`config.mk`:
```
export PLATFORM = sky130hd
export DESIGN_NAME = mul_dot_accumulator_flat
export DESIGN_NICKNAME = d
export VERILOG_FILES = /design/src/rtl/mul_dot_accumulator_if.sv /design/src/rtl/mul_dot_accumulator.sv /design/src/flat_wrapper.sv
export SDC_FILE = /design/constraint.sdc
export NUM_CORES = 1
export LEC_CHECK = 0
export BUFFER_PORTS_ARGS = -buffer_cell sky130_fd_sc_hd__buf_2
export CORE_MARGIN = 5
export CORE_UTILIZATION = 35
export CTS_BUF_LIST = sky130_fd_sc_hd__clkbuf_4
export CTS_CLUSTER_DIAMETER = 200
export DETAILED_ROUTE_END_ITERATION = 7
export GPL_TIMING_DRIVEN = 0
export PLACE_DENSITY = 0.55
export SLEW_MARGIN = 40
export SYNTH_ARGS = -nofsm -noshare
export SYNTH_HDL_FRONTEND = slang
export SYNTH_SLANG_ARGS = --single-unit
```
`constraint.sdc`:
```
create_clock -name clk -period 4.1 [get_ports clk]
set_input_delay 0.615 -clock clk [delete_from_list [all_inputs] [get_ports clk]]
set_output_delay 0.615 -clock clk [all_outputs]
set_load 0.02 [all_outputs]
```
`src/rtl/mul_dot_accumulator_if.sv`:
```
// Product-in / result-out handshake bundle for the dot-product accumulator.
// The slave modport is the accumulator side; master is the producer/consumer side.
interface mul_dot_accumulator_if #(
    parameter int PW = 64,
    parameter int AW = 72,
    parameter int LW = 8
);
    logic          start;
    logic [LW-1:0] len;
    logic          prod_valid;
    logic          prod_ready;
    logic [PW-1:0] prod;
    logic          out_valid;
    logic          out_ready;
    logic [AW-1:0] acc_out;
    logic          overflow;
    logic          busy;

    modport slave (
        input  start, len, prod_valid, prod, out_ready,
        output prod_ready, out_valid, acc_out, overflow, busy
    );

    modport master (
        output start, len, prod_valid, prod, out_ready,
        input  prod_ready, out_valid, acc_out, overflow, busy
    );
endinterface

```
`src/rtl/mul_dot_accumulator.sv`:
```
// Sums a programmed number of unsigned multiplier products into a wide accumulator
// and hands the result out over a valid/ready handshake, with a sticky carry-out flag.
module mul_dot_accumulator #(
    parameter int PW = 64,
    parameter int AW = 72,
    parameter int LW = 8
) (
    input  logic                   clk,
    input  logic                   rst,
    mul_dot_accumulator_if.slave   bus
);
    typedef enum logic [1:0] {IDLE, ACC, DONE} state_t;

    state_t        state;
    logic [LW-1:0] cnt;
    logic [AW-1:0] acc;
    logic          ovf;
    logic          prod_ready;
    logic          out_valid;
    logic          busy;
    logic [AW:0]   sum;

    // One extra bit on the adder exposes the carry out of bit AW-1.
    always_comb begin
        sum = {1'b0, acc} + {{(AW + 1 - PW){1'b0}}, bus.prod};
    end

    always_ff @(posedge clk) begin
        if (rst) begin
            state      <= IDLE;
            cnt        <= '0;
            acc        <= '0;
            ovf        <= 1'b0;
            prod_ready <= 1'b0;
            out_valid  <= 1'b0;
            busy       <= 1'b0;
        end else begin
            case (state)
                IDLE: begin
                    if (bus.start) begin
                        acc  <= '0;
                        ovf  <= 1'b0;
                        busy <= 1'b1;
                        if (bus.len != '0) begin
                            cnt        <= bus.len;
                            prod_ready <= 1'b1;
                            state      <= ACC;
                        end else begin
                            out_valid <= 1'b1;
                            state     <= DONE;
                        end
                    end
                end
                ACC: begin
                    // prod_ready is held high for the whole of ACC.
                    if (bus.prod_valid) begin
                        acc <= sum[AW-1:0];
                        ovf <= ovf | sum[AW];
                        cnt <= cnt - 1'b1;
                        if (cnt == LW'(1)) begin
                            prod_ready <= 1'b0;
                            out_valid  <= 1'b1;
                            state      <= DONE;
                        end
                    end
                end
                DONE: begin
                    if (bus.out_ready) begin
                        out_valid <= 1'b0;
                        busy      <= 1'b0;
                        state     <= IDLE;
                    end
                end
                default: begin
                    prod_ready <= 1'b0;
                    out_valid  <= 1'b0;
                    busy       <= 1'b0;
                    state      <= IDLE;
                end
            endcase
        end
    end

    assign bus.prod_ready = prod_ready;
    assign bus.out_valid  = out_valid;
    assign bus.acc_out    = acc;
    assign bus.overflow   = ovf;
    assign bus.busy       = busy;
endmodule

```
`src/flat_wrapper.sv`:
```
// flat-port wrapper written by rule: the top's interface ports become plain ports
module mul_dot_accumulator_flat 
#(
    parameter int PW = 64,
    parameter int AW = 72,
    parameter int LW = 8
)
  (clk, rst, bus_start, bus_len, bus_prod_valid, bus_prod, bus_out_ready, bus_prod_ready, bus_out_valid, bus_acc_out, bus_overflow, bus_busy);
  mul_dot_accumulator_if #(.PW(PW), .AW(AW), .LW(LW)) bus_i ();
  input  logic clk;
  input  logic rst;
  input wire logic [$bits(bus_i.start)-1:0] bus_start;
  input wire logic [$bits(bus_i.len)-1:0] bus_len;
  input wire logic [$bits(bus_i.prod_valid)-1:0] bus_prod_valid;
  input wire logic [$bits(bus_i.prod)-1:0] bus_prod;
  input wire logic [$bits(bus_i.out_ready)-1:0] bus_out_ready;
  output wire logic [$bits(bus_i.prod_ready)-1:0] bus_prod_ready;
  output wire logic [$bits(bus_i.out_valid)-1:0] bus_out_valid;
  output wire logic [$bits(bus_i.acc_out)-1:0] bus_acc_out;
  output wire logic [$bits(bus_i.overflow)-1:0] bus_overflow;
  output wire logic [$bits(bus_i.busy)-1:0] bus_busy;
  assign bus_i.start = bus_start;
  assign bus_i.len = bus_len;
  assign bus_i.prod_valid = bus_prod_valid;
  assign bus_i.prod = bus_prod;
  assign bus_i.out_ready = bus_out_ready;
  assign bus_prod_ready = bus_i.prod_ready;
  assign bus_out_valid = bus_i.out_valid;
  assign bus_acc_out = bus_i.acc_out;
  assign bus_overflow = bus_i.overflow;
  assign bus_busy = bus_i.busy;
  mul_dot_accumulator #(.PW(PW), .AW(AW), .LW(LW)) u_core (.clk(clk), .rst(rst), .bus(bus_i));
endmodule
```
# After elaboration in Yosys (flattened, before gate mapping)
# Index checks and enable logic that the tools add are counted.
[word_totals]
regBits = 86
elab_cells = 59
[classes]
add_sub_neg = 2
n_eq_ne = 9
muxes = 29
n_bitwise = 3
n_reduce_logical = 9
[op_table]
columns = ["cell", "n"]
rows = [
  ["72-bit 2-to-1 mux", 2],
  ["72-bit one-hot mux with 2 select lines", 1],
  ["72-bit by 64-bit adder with 73-bit output", 1],
  ["8-bit 2-to-1 mux", 3],
  ["8-bit one-hot mux with 2 select lines", 1],
  ["1-bit 2-to-1 mux", 12],
  ["2-bit 2-to-1 mux", 5],
  ["5-bit AND reduction", 2],
  ["1-bit one-hot mux with 3 select lines", 3],
  ["8-bit by 1-bit == test with 1-bit output, second input constant", 1],
  ["2-bit inequality test, second input constant", 4],
  ["4-bit AND reduction", 2],
  ["8-bit nonzero test", 1],
  ["8-bit by 1-bit subtractor with 8-bit output, second input constant", 1],
  ["2-bit one-hot mux with 3 select lines", 1],
  ["3-bit AND reduction", 2],
  ["2-bit by 1-bit inequality test with 1-bit output, second input constant", 2],
  ["2-bit by 1-bit == test with 1-bit output, second input constant", 1],
  ["2-bit == test, second input constant", 1],
  ["2-bit logical NOT", 1],
  ["1-bit NOT", 2],
  ["1-bit one-hot mux with 2 select lines", 1],
  ["2-bit nonzero test", 1],
  ["1-bit bitwise OR", 1],
]

# Logic depth before layout (Yosys ltp)
# Gate-level depths: netlist of the first run.
[logic_depth]
word_depth = 4
ltp_mapped = 11
depth_no_buf = 11

# Worst setup path after synthesis of the first run
# No wires, ideal clock.
[synth_timing]
path_kind = "input to register"
start = "input port bus_prod[0]"
end = "register u_core.acc[70] (netlist: u_core.bus.acc_out[70])"
arrival_ps = 3293
required_time_ps = 4028
setup_slack_ps = 735
stages = 11
path_buffers = 0
path_cell_list = "ha_1 fa_1 a211oi_1 o311a_4 nor4b_4 o2111ai_2 a21oi_2 o2111ai_2 a2111o_1 a2111oi_2 mux2i_1"
[synth_via]
elab_chain_cells = 3
[synth_rtl]
columns = ["item", "line_no", "rtl"]
rows = [
  ["start: declaration", "flat_wrapper.sv:15", "input wire logic [$bits(bus_i.prod)-1:0] bus_prod;"],
  ["72-bit by 64-bit adder with 73-bit output", "mul_dot_accumulator.sv:25", "sum = {1'b0, acc} + {{(AW + 1 - PW){1'b0}}, bus.prod};"],
  ["72-bit 2-to-1 mux", "mul_dot_accumulator.sv:56", "if (bus.prod_valid) begin"],
  ["72-bit one-hot mux with 2 select lines", "mul_dot_accumulator.sv:38", "case (state)"],
  ["end signal: assignment", "mul_dot_accumulator.sv:57", "acc <= sum[AW-1:0];"],
  ["end: declaration", "mul_dot_accumulator.sv:16", "logic [AW-1:0] acc;"],
]
# No other way between the ends. The select of a mux whose other input is x is not followed.
# A chain may end at the register's enable or synchronous reset.

# Worst setup path in the final report of the first run
[layout_timing]
start = "register u_core.acc[0] (netlist: u_core.bus.acc_out[0])"
end = "register u_core.acc[48] (netlist: u_core.bus.acc_out[48])"
[layout_via]
elab_chain_cells = 3
[layout_rtl]
columns = ["item", "line_no"]
rows = [
  ["72-bit by 64-bit adder with 73-bit output", "mul_dot_accumulator.sv:25"],
  ["72-bit 2-to-1 mux", "mul_dot_accumulator.sv:56"],
  ["72-bit one-hot mux with 2 select lines", "mul_dot_accumulator.sv:38"],
]
# No other way between the ends. The select of a mux whose other input is x is not followed.

==> results.json, run 1 <==
{
  "hold_violations": 0,
  "crit_chain": "ha_1 > fa_1 > a211oi_1 > o311a_4 > nor3_1 > o211ai_1 > a21o_1 > a2111oi_0 > nor2_1 > or4_1 > nand3_1",
  "hold_buffers": 0,
  "synth_ff_type": "dfxtp_1",
  "clock_sinks": 86,
  "final_area_um2": 8380,
  "grt_pass1_wl_mm": 37.0,
  "syn_area_um2": 7140,
  "io_pins": 153,
  "synth_edf_count": 0,
  "crit_fanout": 4,
  "skew_ns": 0.0273,
  "htree_levels": 3,
  "rsz0062_at_grt": "false",
  "grt_pass1_vias": 7170,
  "post_cts_resize_count": 0,
  "die_h_um": 153,
  "fin_crit_ns": 3.76,
  "grt_overflow_total": 0,
  "critPathKind": "flop to flop",
  "drive_gt1_share_pct": 16.0,
  "antenna_found_initial": 1,
  "initial_core_util_pct": 35.4,
  "setup_viol": 0,
  "peakVddDrop_mv": 0.150,
  "core_um2": 20200,
  "dr.pass1.iters": 5,
  "leakagePower_uw": 0.00374,
  "holdCritPathClass": "input pin to flop",
  "power_density_nw_per_um2": 268,
  "numCtsBuffers": 9,
  "wirelength_mm": 23.3,
  "yosysSeqAreaShare_pct": 24.1,
  "drt-vias-per-instance": 5.46,
  "synth_warnings": 0,
  "post-cts-setup-buffers": 0,
  "async_reset_ff_share_pct": 0,
  "synth.distinct_cells": 59,
  "drv_slew": 0,
  "cts_tree": "yes",
  "relSlewSlack_pct": 42.9,
  "final_cell_mix": "151 x buf_2, 109 x nand2_1, 91 x a21oi_1, 89 x nor2_1, 86 x dfxtp_1",
  "dpl.hpwl_mm": 18.7,
  "grt_use_total_pct": 19.1,
  "run_status": "completed",
  "final_core_util_pct": 41.5,
  "dr_total_vias": 7601,
  "num_rows": 52,
  "critical_path.max_stage_delay_ns": 0.77,
  "synth.net_count": 1098,
  "dieArea_um2": 23400,
  "portBuffers": 151,
  "clkTransAtPathRegs_ns": 0.14,
  "critPathRequiredTime_ns": 4.51,
  "crit_path_start_kind": "flop",
  "tns_ns": 0,
  "synth_seq_cells": 86,
  "critPathCaptureType": "flop",
  "area_delta_synth_final_pct": 17.4,
  "crit_path_top_delay_cell": "a2111oi_0",
  "synth_area_per_cell_um2": 7.48,
  "die_w_um": 153,
  "cp_data_arrival_time_ns": 4.17,
  "gp_congestion": 0.884,
  "fin_nets": 1260,
  "grt_max_degree": 14,
  "wire_per_inst_um": 16.7,
  "cts_buffer_depth": 2,
  "synthCells": 954,
  "clock_latency_ns": 0.48,
  "tightest_slew_ns": 0.848,
  "maxCapViolCount": 0,
  "antenna_left": 0,
  "fmax_mhz": 266,
  "drc": 0,
  "cts_root_buffer": "clkbuf_4",
  "first_iter_violations": 443,
  "final_common_cell": "buf_2",
  "placed_cell_area_um2": 8230,
  "finalCritPeriodShare_pct": 91.7
}
-- per-layer routing --
metal / up-vias / GRT usage (%) / routed length, um
li1: 3864 / - / -
met2: 203 / 30.0 / 10400
met5: - / 0 / 0
met1: 3515 / 27.5 / 11500
met3: 19 / 3.42 / 1140
met4: 0 / 4.33 / 286
-- power breakdown --
part           internal, uW  switching, uW
clock                   239            337
combinational           269            484
sequential              881           37.8
total                  1390            860
-- critical path: cells and delay by family (launching register included) --
family	cells	cell delay, ns
AOI/OAI and AO/OA	5	1.77
and+or+nand+nor	4	1.07
adders and majority gates	2	0.47
DFF	1	0.38
-- logic make-up (layout without fill, tap and decap cells) --
logic type	after synthesis	in the layout	share of synthesized area, %
AOI/OAI and AO/OA	347	347	31.7
and+or+nand+nor	319	319	20.9
DFF	86	86	24.1
buffers and inverters	75	241	3.94
adders and majority gates	67	67	11.8
xor gates and xnor gates	50	50	6.13
muxes	10	10	1.40
other	0	1	0
-- stage by stage --
step | hold WS [ns] | worst slack (ns) | total power (uW) | cells
5_1_grt | 0.398 | 0.182 | 2400 | 1391
3_5_place_dp | 0.464 | 0.130 | 1690 | 1375
4_1_cts | 0.388 | 0.398 | 2270 | 1390
3_3_place_gp | 0.464 | 0.103 | 1680 | 1375
2_1_floorplan | 0.445 | 0.735 | 1460 | 954
6_report | 0.425 | 0.340 | 2250 | 1391
-- flip-flops by register name, summed over array words and instances (netlist names) --
signal and count:
u_core.bus.busy 1, u_core.bus.overflow 1, u_core.state 2, u_core.cnt 8, u_core.bus.acc_out 72, u_core.bus.out_valid 1, u_core.bus.prod_ready 1
-- cell type report --
type,count,area (um^2)
Fill cell,2188,11800
Multi-Input combinational cell,793,5130
Sequential cell,86,1720
Timing Repair Buffer,151,756
Tap cell,270,338
Buffer,56,210
Clock inverter,6,77.6
Inverter,19,71.3
Clock buffer,9,67.6
Antenna cell,1,2.50
-- worst paths after layout --
path         cells after the start             startpoint  slack (ns)                endpoint
max reg2reg                     11  u_core.bus.acc_out[0]        0.34  u_core.bus.acc_out[48]
min reg2reg                      2          u_core.cnt[1]        0.49           u_core.cnt[1]
max                             11  u_core.bus.acc_out[0]        0.34  u_core.bus.acc_out[48]
min                              3              bus_start        0.43         u_core.state[0]
-- cells in the mapped netlist, drive strengths merged (2+ instances only) --
cell     instances  share of area (%)
a2111o           2               0.32
a2111oi          4               0.58
a211o            6               0.74
a211oi          14                1.5
a21boi           2               0.21
a21o            36                3.8
a21oi           92                6.5
a221oi           7               0.86
a22o             2               0.25
a22oi           29                3.0
a31o             2               0.25
a31oi           10               0.88
a41oi            3               0.37
and2             4               0.35
and3             2               0.18
and4             2               0.25
clkbuf          55                2.9
dfxtp           86                 24
ha              66                 12
inv             19                1.0
mux2i           10                1.4
nand2          110                5.8
nand2b           8               0.70
nand3           23                1.6
nand4           26                2.3
nor2            89                4.7
nor2b           11               0.96
nor3            15                1.1
nor4             6               0.53
nor4b            3               0.58
o2111ai          7                1.0
o211ai          13                1.4
o21a            14                1.5
o21ai           79                5.5
o21bai           8               0.84
o31ai            9               0.95
or2              4               0.35
or3             10               0.88
or4              3               0.32
xnor2           23                2.8
xor2            27                3.3
Note: power is estimated with default switching activity, not from simulation.
==> run 2, diff against run 1 <==
ABC_AREA = 1   (was unset)
PLACE_DENSITY = unset   (was 0.55)
==> run 2 against run 1 <==
Register-to-register slack better by 1.1 ns; first-iteration DRC count up 83%; non-clock buffer count fell by 33; global-route usage increased by 4.7 points; worst hold slack lost 0.067 ns; clock skew up 0.0017 ns; via count rose by 46%; sequential power grew 9.9%.
==> results.json, run 2 <==
{
  "fillers": 3092,
  "crit_path_top_delay_cell": "fa_1",
  "place_inst": 2287,
  "portBuffers": 151,
  "dpl.hpwl_mm": 32.0,
  "grt_overflow_total": 0,
  "die_h_um": 175,
  "post-cts-setup-buffers": 0,
  "holdCritPathClass": "input pin to flop",
  "cts_buffer_depth": 2,
  "synth_most_common_cell": "nand2_1",
  "reg2reg_depth": 17,
  "final_area_um2": 10900,
  "synth_common_cells": "693 x nand2_1, 350 x inv_1, 165 x a21oi_1, 125 x nor2_1, 86 x dfxtp_1",
  "critPathKind": "flop to flop",
  "wirelength_mm": 37.4,
  "synth_top_area_share_pct": 27.3,
  "setup_viol": 0,
  "largest_reg_flops": 72,
  "seq_area_um2": 1720,
  "dieArea_um2": 30700,
  "drt-vias-per-instance": 4.81,
  "die_w_um": 175,
  "synth_ff_type": "dfxtp_1",
  "fin_crit_ns": 2.68,
  "critical_path.max_stage_delay_ns": 0.46,
  "fmax_mhz": 373,
  "drv_slew": 0,
  "fin_nets": 2101,
  "grt_pass1_wl_mm": 57.1,
  "clock_latency_ns": 0.51,
  "leakagePower_uw": 0.00622,
  "ys_top_cells_by_area": "nand2_1 27%, dfxtp_1 18%, inv_1 14%",
  "multi_input_area_um2": 6340,
  "area_delta_synth_final_pct": 14.2,
  "synth_warnings": 0,
  "crit_path_start_kind": "flop",
  "tightest_slew_ns": 0.782,
  "synth_area_per_cell_um2": 5.32,
  "synth_top_area_cell": "nand2_1",
  "peakVddDrop_mv": 0.193,
  "skew_ns": 0.0289,
  "grt_max_degree": 17,
  "drive_gt1_share_pct": 13.5,
  "async_reset_ff_share_pct": 0,
  "min_path_cells": 3,
  "antenna_left": 0,
  "io_pins": 153,
  "synth_edf_count": 0,
  "dr_total_vias": 11100,
  "grt_use_total_pct": 23.8,
  "critical-path-top-delay-family": "simple AND/OR/NAND/NOR gates",
  "num_rows": 60,
  "final_cell_mix": "693 x nand2_1, 350 x inv_1, 165 x a21oi_1, 162 x buf_2, 125 x nor2_1",
  "drc": 0,
  "antenna_found_initial": 2,
  "grt_pass1_vias": 10500,
  "cts_tree": "yes",
  "hold_violations": 0,
  "maxCapViolCount": 0,
  "critPathRequiredTime_ns": 4.53,
  "cts_root_buffer": "clkbuf_4",
  "syn_area_um2": 9540,
  "power_density_nw_per_um2": 294,
  "synthCells": 1795,
  "relSlewSlack_pct": 47.9,
  "crit_fanout": 5,
  "hold_buffers": 0,
  "clkTransAtPathRegs_ns": 0.18,
  "core_um2": 26900,
  "fin_total_pwr_uw": 3210,
  "cp_data_arrival_time_ns": 3.12,
  "yosysSeqAreaShare_pct": 18.0,
  "placed_cell_area_um2": 10700,
  "clock_sinks": 86,
  "path_common_cell": "nand2_1",
  "htree_levels": 3,
  "final_common_cell": "nand2_1",
  "cp.depth": 17,
  "numCtsBuffers": 9,
  "synth_seq_cells": 86,
  "dr.pass1.iters": 5,
  "initial_core_util_pct": 35.5,
  "critPathCaptureType": "flop",
  "gp_congestion": 0.965,
  "finalCritPeriodShare_pct": 65.4,
  "crit_chain": "ha_1 > fa_1 > nand2_1 > inv_1 > nand2_1 > nand3_2 > nand2_1 > nand2_1 > nand2_1 > nand2_1 > nand2_1 > nand2_1 > nand2_1 > nand2_2 > nand2_1 > nand2_1 > a21oi_2",
  "post_cts_resize_count": 0,
  "critPathBufInv": 1,
  "rsz0062_at_grt": "false",
  "stdcell_count": 2305,
  "first_iter_violations": 811,
  "synth.distinct_cells": 37,
  "synth.net_count": 1939,
  "run_status": "completed",
  "tns_ns": 0,
  "wire_per_inst_um": 16.2
}
-- run 2: final timing paths --
check	start	endpoint	slack, ns
min	bus_len[3]	u_core.cnt[3]	0.36
min reg2reg	u_core.bus.prod_ready	u_core.bus.prod_ready	0.46
max	u_core.bus.acc_out[0]	u_core.bus.acc_out[64]	1.42
max reg2reg	u_core.bus.acc_out[0]	u_core.bus.acc_out[64]	1.42
-- run 2: final cells by class --
| class | instances | share of cell area, % |
|---|---|---|
| multi-input cells | 1318 | 58.2 |
| flip-flops and latches | 86 | 15.8 |
| inverters | 368 | 12.7 |
| repair buffers | 151 | 6.93 |
| well taps | 341 | 3.92 |
| clock inverters | 7 | 0.930 |
| plain buffers | 23 | 0.918 |
| clock buffers | 9 | 0.620 |
| diodes | 2 | 0.0459 |
-- run 2: tightest hold or removal path: stages --
cell,delay [ns]
buf_2,0.10
nand2_1,0.06
a31oi_1,0.07
-- run 2: cells by family after synthesis --
logic type,share of synthesized area [%]
and+or+nand+nor,43.9
adders and majority gates,8.86
buffers and inverters,15.5
xor gates and xnor gates,0.184
DFF,18.0
AOI/OAI and AO/OA,13.5
-- run 2: layer usage --
layer / vias up / GRT usage (%) / routed length, um
li1: 5824 / - / -
met3: 43 / 3.53 / 2200
met2: 302 / 37.8 / 16100
met1: 4909 / 33.7 / 18200
met4: 0 / 6.28 / 837
met5: - / 0 / 0
-- run 2: report_power, final --
part           leakage [uW]  switching [uW]  internal (uW)
clock network     0.0000836             378            253
registers          0.000699            76.3            929
logic               0.00544            1100            472
total               0.00622            1550           1650
-- run 2: per-stage QoR --
step	worst slack (ns)	util, %	hold slack, ns
final	1.42	40.5	0.358
after global routing	1.26	40.5	0.331
after CTS	1.44	40.5	0.314
after detailed placement	1.10	39.9	0.440
after global placement	1.11	39.9	0.443
after floorplan	1.81	-	0.463
